$ cat src/rtl/ex_mem_pkg.sv
// Shared definitions for the EX->MEM pipeline stage: control-bundle bit
// positions, the NOP encoding and the payload field layout.
package ex_mem_pkg;

    // Control bundle, MSB first: MR, MW, MemtoReg, jmp, beq, bneq, bge, blt, regWE
    localparam int CTRL_W        = 9;
    localparam int CTRL_MR       = 8;
    localparam int CTRL_MW       = 7;
    localparam int CTRL_MEMTOREG = 6;
    localparam int CTRL_JMP      = 5;
    localparam int CTRL_BEQ      = 4;
    localparam int CTRL_BNEQ     = 3;
    localparam int CTRL_BGE      = 2;
    localparam int CTRL_BLT      = 1;
    localparam int CTRL_REGWE    = 0;

    // An all-zero control bundle does nothing downstream
    localparam logic [CTRL_W-1:0] CTRL_NOP = '0;

    // Payload = {alu_result, rout2, pc}
    localparam int FIELD_W = 32;
    localparam int DATA_W  = 3 * FIELD_W;
    localparam int ALU_LSB = 2 * FIELD_W;
    localparam int RS2_LSB = FIELD_W;
    localparam int PC_LSB  = 0;

endpackage

$ cat src/rtl/pipe_skid_buf.sv
// Generic 2-entry valid/ready buffer. The main entry drives the outputs;
// the skid entry catches one beat while the main entry is held, which lets
// in_ready come straight from a flop and still sustain one beat per cycle.
module pipe_skid_buf #(
    parameter int W = 8
) (
    input  logic         clk,
    input  logic         rst,
    input  logic         flush,
    input  logic         in_valid,
    output logic         in_ready,
    input  logic [W-1:0] in_data,
    output logic         out_valid,
    input  logic         out_ready,
    output logic [W-1:0] out_data,
    output logic [1:0]   occupancy
);
    import ex_mem_pkg::*;

    logic         m_vld_q, m_vld_d;
    logic [W-1:0] m_dat_q, m_dat_d;
    logic         s_vld_q, s_vld_d;
    logic [W-1:0] s_dat_q, s_dat_d;
    logic         in_fire, out_fire;

    assign in_ready  = ~s_vld_q;
    assign in_fire   = in_valid & ~s_vld_q;
    assign out_fire  = m_vld_q & out_ready;
    assign out_valid = m_vld_q;
    assign out_data  = m_dat_q;
    assign occupancy = {1'b0, m_vld_q} + {1'b0, s_vld_q};

    // Next-state: skid is only ever full while main is full, so an empty
    // main always loads straight from the input. Flush overrides every load.
    always_comb begin
        m_vld_d = m_vld_q;
        m_dat_d = m_dat_q;
        s_vld_d = s_vld_q;
        s_dat_d = s_dat_q;
        if (flush) begin
            m_vld_d = 1'b0;
            s_vld_d = 1'b0;
        end else if (out_fire) begin
            if (s_vld_q) begin
                m_dat_d = s_dat_q;
                s_vld_d = 1'b0;
            end else if (in_fire) begin
                m_dat_d = in_data;
            end else begin
                m_vld_d = 1'b0;
            end
        end else if (in_fire) begin
            if (m_vld_q) begin
                s_vld_d = 1'b1;
                s_dat_d = in_data;
            end else begin
                m_vld_d = 1'b1;
                m_dat_d = in_data;
            end
        end
    end

    // State registers with synchronous active-low reset
    always_ff @(posedge clk) begin
        if (!rst) begin
            m_vld_q <= 1'b0;
            m_dat_q <= '0;
            s_vld_q <= 1'b0;
            s_dat_q <= '0;
        end else begin
            m_vld_q <= m_vld_d;
            m_dat_q <= m_dat_d;
            s_vld_q <= s_vld_d;
            s_dat_q <= s_dat_d;
        end
    end

endmodule

$ cat src/rtl/ex_mem_elastic_stage.sv
// EX->MEM pipeline stage with valid/ready flow control, flush, optional
// skid buffer and a saturating stall-cycle counter. An empty stage presents
// a NOP (ctrl and rd masked to zero) to MEM and the hazard logic.
module ex_mem_elastic_stage #(
    parameter int CTRL_W = ex_mem_pkg::CTRL_W,
    parameter int RD_W   = 5,
    parameter int DATA_W = ex_mem_pkg::DATA_W,
    parameter int SKID   = 1,
    parameter int CNT_W  = 16
) (
    input  logic              clk,
    input  logic              rst,
    input  logic              flush,
    input  logic              in_valid,
    output logic              in_ready,
    input  logic [CTRL_W-1:0] in_ctrl,
    input  logic [RD_W-1:0]   in_rd,
    input  logic [DATA_W-1:0] in_data,
    output logic              out_valid,
    input  logic              out_ready,
    output logic [CTRL_W-1:0] out_ctrl,
    output logic [RD_W-1:0]   out_rd,
    output logic [DATA_W-1:0] out_data,
    output logic [1:0]        occupancy,
    input  logic              perf_clr,
    output logic [CNT_W-1:0]  stall_cnt
);
    import ex_mem_pkg::*;

    localparam int W = CTRL_W + RD_W + DATA_W;
    localparam logic [CNT_W-1:0] CNT_MAX = '1;

    logic [W-1:0]     in_bus, out_bus;
    logic             out_vld;
    logic             stall;
    logic [CNT_W-1:0] stall_cnt_q, stall_cnt_d;

    assign in_bus = {in_ctrl, in_rd, in_data};

    generate
        if (SKID != 0) begin : g_skid
            pipe_skid_buf #(.W(W)) u_buf (
                .clk       (clk),
                .rst       (rst),
                .flush     (flush),
                .in_valid  (in_valid),
                .in_ready  (in_ready),
                .in_data   (in_bus),
                .out_valid (out_vld),
                .out_ready (out_ready),
                .out_data  (out_bus),
                .occupancy (occupancy)
            );
        end else begin : g_reg
            logic         m_vld_q, m_vld_d;
            logic [W-1:0] m_bus_q, m_bus_d;
            logic         in_fire;

            assign in_ready = out_ready | ~m_vld_q;
            assign in_fire  = in_valid & in_ready;

            // Single register: load on accept, drain when consumed, flush wins
            always_comb begin
                m_vld_d = m_vld_q;
                m_bus_d = m_bus_q;
                if (flush) begin
                    m_vld_d = 1'b0;
                end else if (in_fire) begin
                    m_vld_d = 1'b1;
                    m_bus_d = in_bus;
                end else if (out_ready) begin
                    m_vld_d = 1'b0;
                end
            end

            // Register with synchronous active-low reset
            always_ff @(posedge clk) begin
                if (!rst) begin
                    m_vld_q <= 1'b0;
                    m_bus_q <= '0;
                end else begin
                    m_vld_q <= m_vld_d;
                    m_bus_q <= m_bus_d;
                end
            end

            assign out_vld   = m_vld_q;
            assign out_bus   = m_bus_q;
            assign occupancy = {1'b0, m_vld_q};
        end
    endgenerate

    assign out_valid = out_vld;
    assign out_ctrl  = out_vld ? out_bus[W-1 -: CTRL_W] : CTRL_W'(CTRL_NOP);
    assign out_rd    = out_vld ? out_bus[DATA_W +: RD_W] : '0;
    assign out_data  = out_bus[DATA_W-1:0];

    // Stall counter looks at the pre-flush output state; clear beats increment
    assign stall = out_vld & ~out_ready;
    always_comb begin
        stall_cnt_d = stall_cnt_q;
        if (perf_clr)
            stall_cnt_d = '0;
        else if (stall && stall_cnt_q != CNT_MAX)
            stall_cnt_d = stall_cnt_q + CNT_W'(1);
    end

    // Counter register
    always_ff @(posedge clk) begin
        if (!rst) stall_cnt_q <= '0;
        else      stall_cnt_q <= stall_cnt_d;
    end

    assign stall_cnt = stall_cnt_q;

endmodule

$ cat config.mk
export PLATFORM = sky130hd
export DESIGN_NAME = ex_mem_elastic_stage
export DESIGN_NICKNAME = d
export VERILOG_FILES = /design/src/rtl/ex_mem_pkg.sv /design/src/rtl/pipe_skid_buf.sv /design/src/rtl/ex_mem_elastic_stage.sv
export SDC_FILE = /design/constraint.sdc
export NUM_CORES = 1
export LEC_CHECK = 0
export BUFFER_PORTS_ARGS = -buffer_cell sky130_fd_sc_hd__buf_2
export CORE_MARGIN = 2
export CORE_UTILIZATION = 49
export CTS_CLUSTER_SIZE = 14
export DETAILED_ROUTE_END_ITERATION = 12
export PLACE_DENSITY_LB_ADDON = 0.05
export SYNTH_ARGS = -nofsm -noshare
export SYNTH_HDL_FRONTEND = slang
export SYNTH_SLANG_ARGS = --single-unit
$ cat constraint.sdc
create_clock -name clk -period 1.8 [get_ports clk]
set_input_delay 0.09 -clock clk [delete_from_list [all_inputs] [get_ports clk]]
set_output_delay 0.09 -clock clk [all_outputs]
set_load 0.05 [all_outputs]
==> reports/results.ini <==
[outcome]
status=complete, no violations

[cts]
htree_levels=1
clock_latency_ns=0.52
cts_resized=0
cts_buffer_depth=3
cts_tree=done
numCtsBuffers=26
clock_sinks=238
clkSlewWorstSetupHoldPaths_ns=0.06
clockRootBuffer=clkbuf_16

[global_routing]
grtUsageTotal=0.215
grt_pass1_vias=8500
grt_max_degree=94
antenna_found_initial=0
grt_pass1_wl_um=42400
grt-ovfl-total=0

[detailed_routing]
final_antenna_net_count=0
routed_via_density=5.07
firstDrtPassIters=4
vias=8736
drt_iter0_drc=358
wl_um=25800
wl_per_cell_um=15.0
drc=0

[setup_path]
crit_required_ns=1.71
cp-start-kind=register
crit_type=register to output pin
cp_max_fo=11
arrival_ns=1.60
critPathCaptureType=output pin

[floorplanning]
rows=54
die_h_um=153
initial_core_util=0.500
coreArea_um2=21800
die-area_um2=23500
io_pins=246
chipWidth_um=153

[synthesis]
ys_seq_elements=238
syn-cell-area_um2=10900
avgSynthCellArea_um2=9.16
yosysSeqAreaShare=0.437
synthesis.nets=1308
synth_warnings=0
syn-instance-count=1190
synthDistinctLibCells=40

[sta]
max_freq_mhz=592
rsz0062_at_grt=false
clock_skew_ns=0.0115
fin_tns_setup_ns=0
relSlewSlack=0.692
setup_ws_ns=0.111
setup_violations=0
min_period_over_period=0.938
worstMarginPinSlew_ns=0.459
slew_violations=0
hold_ws_ns=0.372
hold_viol_final=0
fin_crit_ns=1.69

[place]
dpl_cell_area_um2=11800
place_congestion=0.770
hpwl_um=15900
io_buffers=245
place_inst=1560
place_ws_ns=0.117

[final_layout]
final_cells=1722
final_nets=1542
stdcell_area_um2=13700
layout-drive-gt1-share=0.234
insertedDiodeCount=0
post-route-util=0.630
area_growth_syn_to_layout_pct=26.1

[pwr]
p_total_mw=12.3
peakVddDrop_mv=0.741
power.density_nw_per_um2=895
leakagePower_nw=7.40

[min_path]
hold_path.class=input pin to register

[flow_run]
cap_violations=0

-- where the power goes --
part | switching, mW | internal (mW) | total, mW
clock | 2.02 | 3.03 | 5.06
combinational | 1.04 | 0.643 | 1.68
sequential | 0.0952 | 5.46 | 5.56
-- synthesized netlist by cell type, drive strengths merged --
library cell,number,share of area
o21ai,9,0.0041
o311ai,2,0.0023
nor4,2,0.0039
nand2,336,0.12
nor3,3,0.0014
buf,154,0.095
and4,1,0.00080
and3,2,0.0011
and2b,1,0.00069
mux2i,110,0.10
and4b,1,0.00092
or3,6,0.0039
o31ai,6,0.0041
a21boi,110,0.076
nor2b,1,0.00057
or4,6,0.0041
nor2,3,0.0010
a211oi,2,0.0018
nand3b,1,0.00069
inv,3,0.0010
dfxtp,238,0.44
nand4,8,0.0065
ha,2,0.0023
nand3,3,0.0014
o211a,110,0.10
xor2,1,0.00080
o41ai,1,0.00080
nand2b,6,0.0034
or2,1,0.00057
a21oi,15,0.0069
clkbuf,31,0.011
and2,15,0.0086
-- worst max-delay path: stages (launching register included) --
cell and delay, ns:
dfxtp_2 0.34, buf_4 0.18, ha_1 0.28, buf_2 0.28
-- final timing paths --
path	from	depth (start not counted)	to	slack, ns
setup / recovery	g_skid.u_buf.out_valid$_SDFFE_PP0P_	3	occupancy[0]	0.11
hold / removal	in_ctrl[1]	4	g_skid.u_buf.s_dat_q[102]$_SDFFE_PN0P_	0.37
setup reg to reg	g_skid.u_buf.s_vld_q$_SDFFE_PP0P_	6	g_skid.u_buf.out_data[5]$_SDFFE_PN0P_	0.12
hold reg to reg	g_skid.u_buf.s_dat_q[51]$_SDFFE_PN0P_	2	g_skid.u_buf.s_dat_q[51]$_SDFFE_PN0P_	0.45
-- cell families (layout without fill, tap and decap cells) --
group                    after synthesis  count (layout)  share of synthesized area
AO/OA/AOI/OAI                        255             255                      0.197
XOR/XNOR                               1               1                   0.000804
adder cells (fa/ha/maj)                2               2                    0.00230
buffers and inverters                188             440                      0.107
flip-flops                           238             238                      0.437
multiplexers                         110             110                      0.101
AND/OR/NAND/NOR                      396             396                      0.155
-- metal layers --
| metal | global-route usage | part of all wire |
|---|---|---|
| met5 | 0 | 0 |
| met4 | 0.0595 | 0.020 |
| met3 | 0.0516 | 0.057 |
| met2 | 0.361 | 0.47 |
| met1 | 0.276 | 0.45 |
-- cell usage in the layout (no fill, tap or decap), drive strengths merged, types with 15 or more instances in the layout --
| master | count |
|---|---|
| and2 | 15 |
| clkbuf | 45 |
| dlygate4sd3 | 116 |
| a21oi | 15 |
| dfxtp | 238 |
| mux2i | 110 |
| o211a | 110 |
| buf | 275 |
| nand2 | 336 |
| a21boi | 110 |
-- final cells by class --
cell class	instances	area [um2]
sequential	238	4790
clock inverter	1	5.00
inverter	3	11.3
timing repair buffer	391	2770
fill	1888	8080
multi-input combinational	764	5000
clock buffer	45	813
tap	280	350
-- repair_timing --
item	in CTS	in global routing
hold endpoints to repair	224	0
setup buffers	0	0
hold buffers	116	0
-- flip-flops by register name (all words and copies together) (netlist names) --
| register | flops |
|---|---|
| g_skid.u_buf.out_data | 110 |
| g_skid.u_buf.out_valid | 1 |
| g_skid.u_buf.s_dat_q | 110 |
| stall_cnt | 16 |
| g_skid.u_buf.s_vld_q | 1 |
Power figures use the tool's default switching activity.
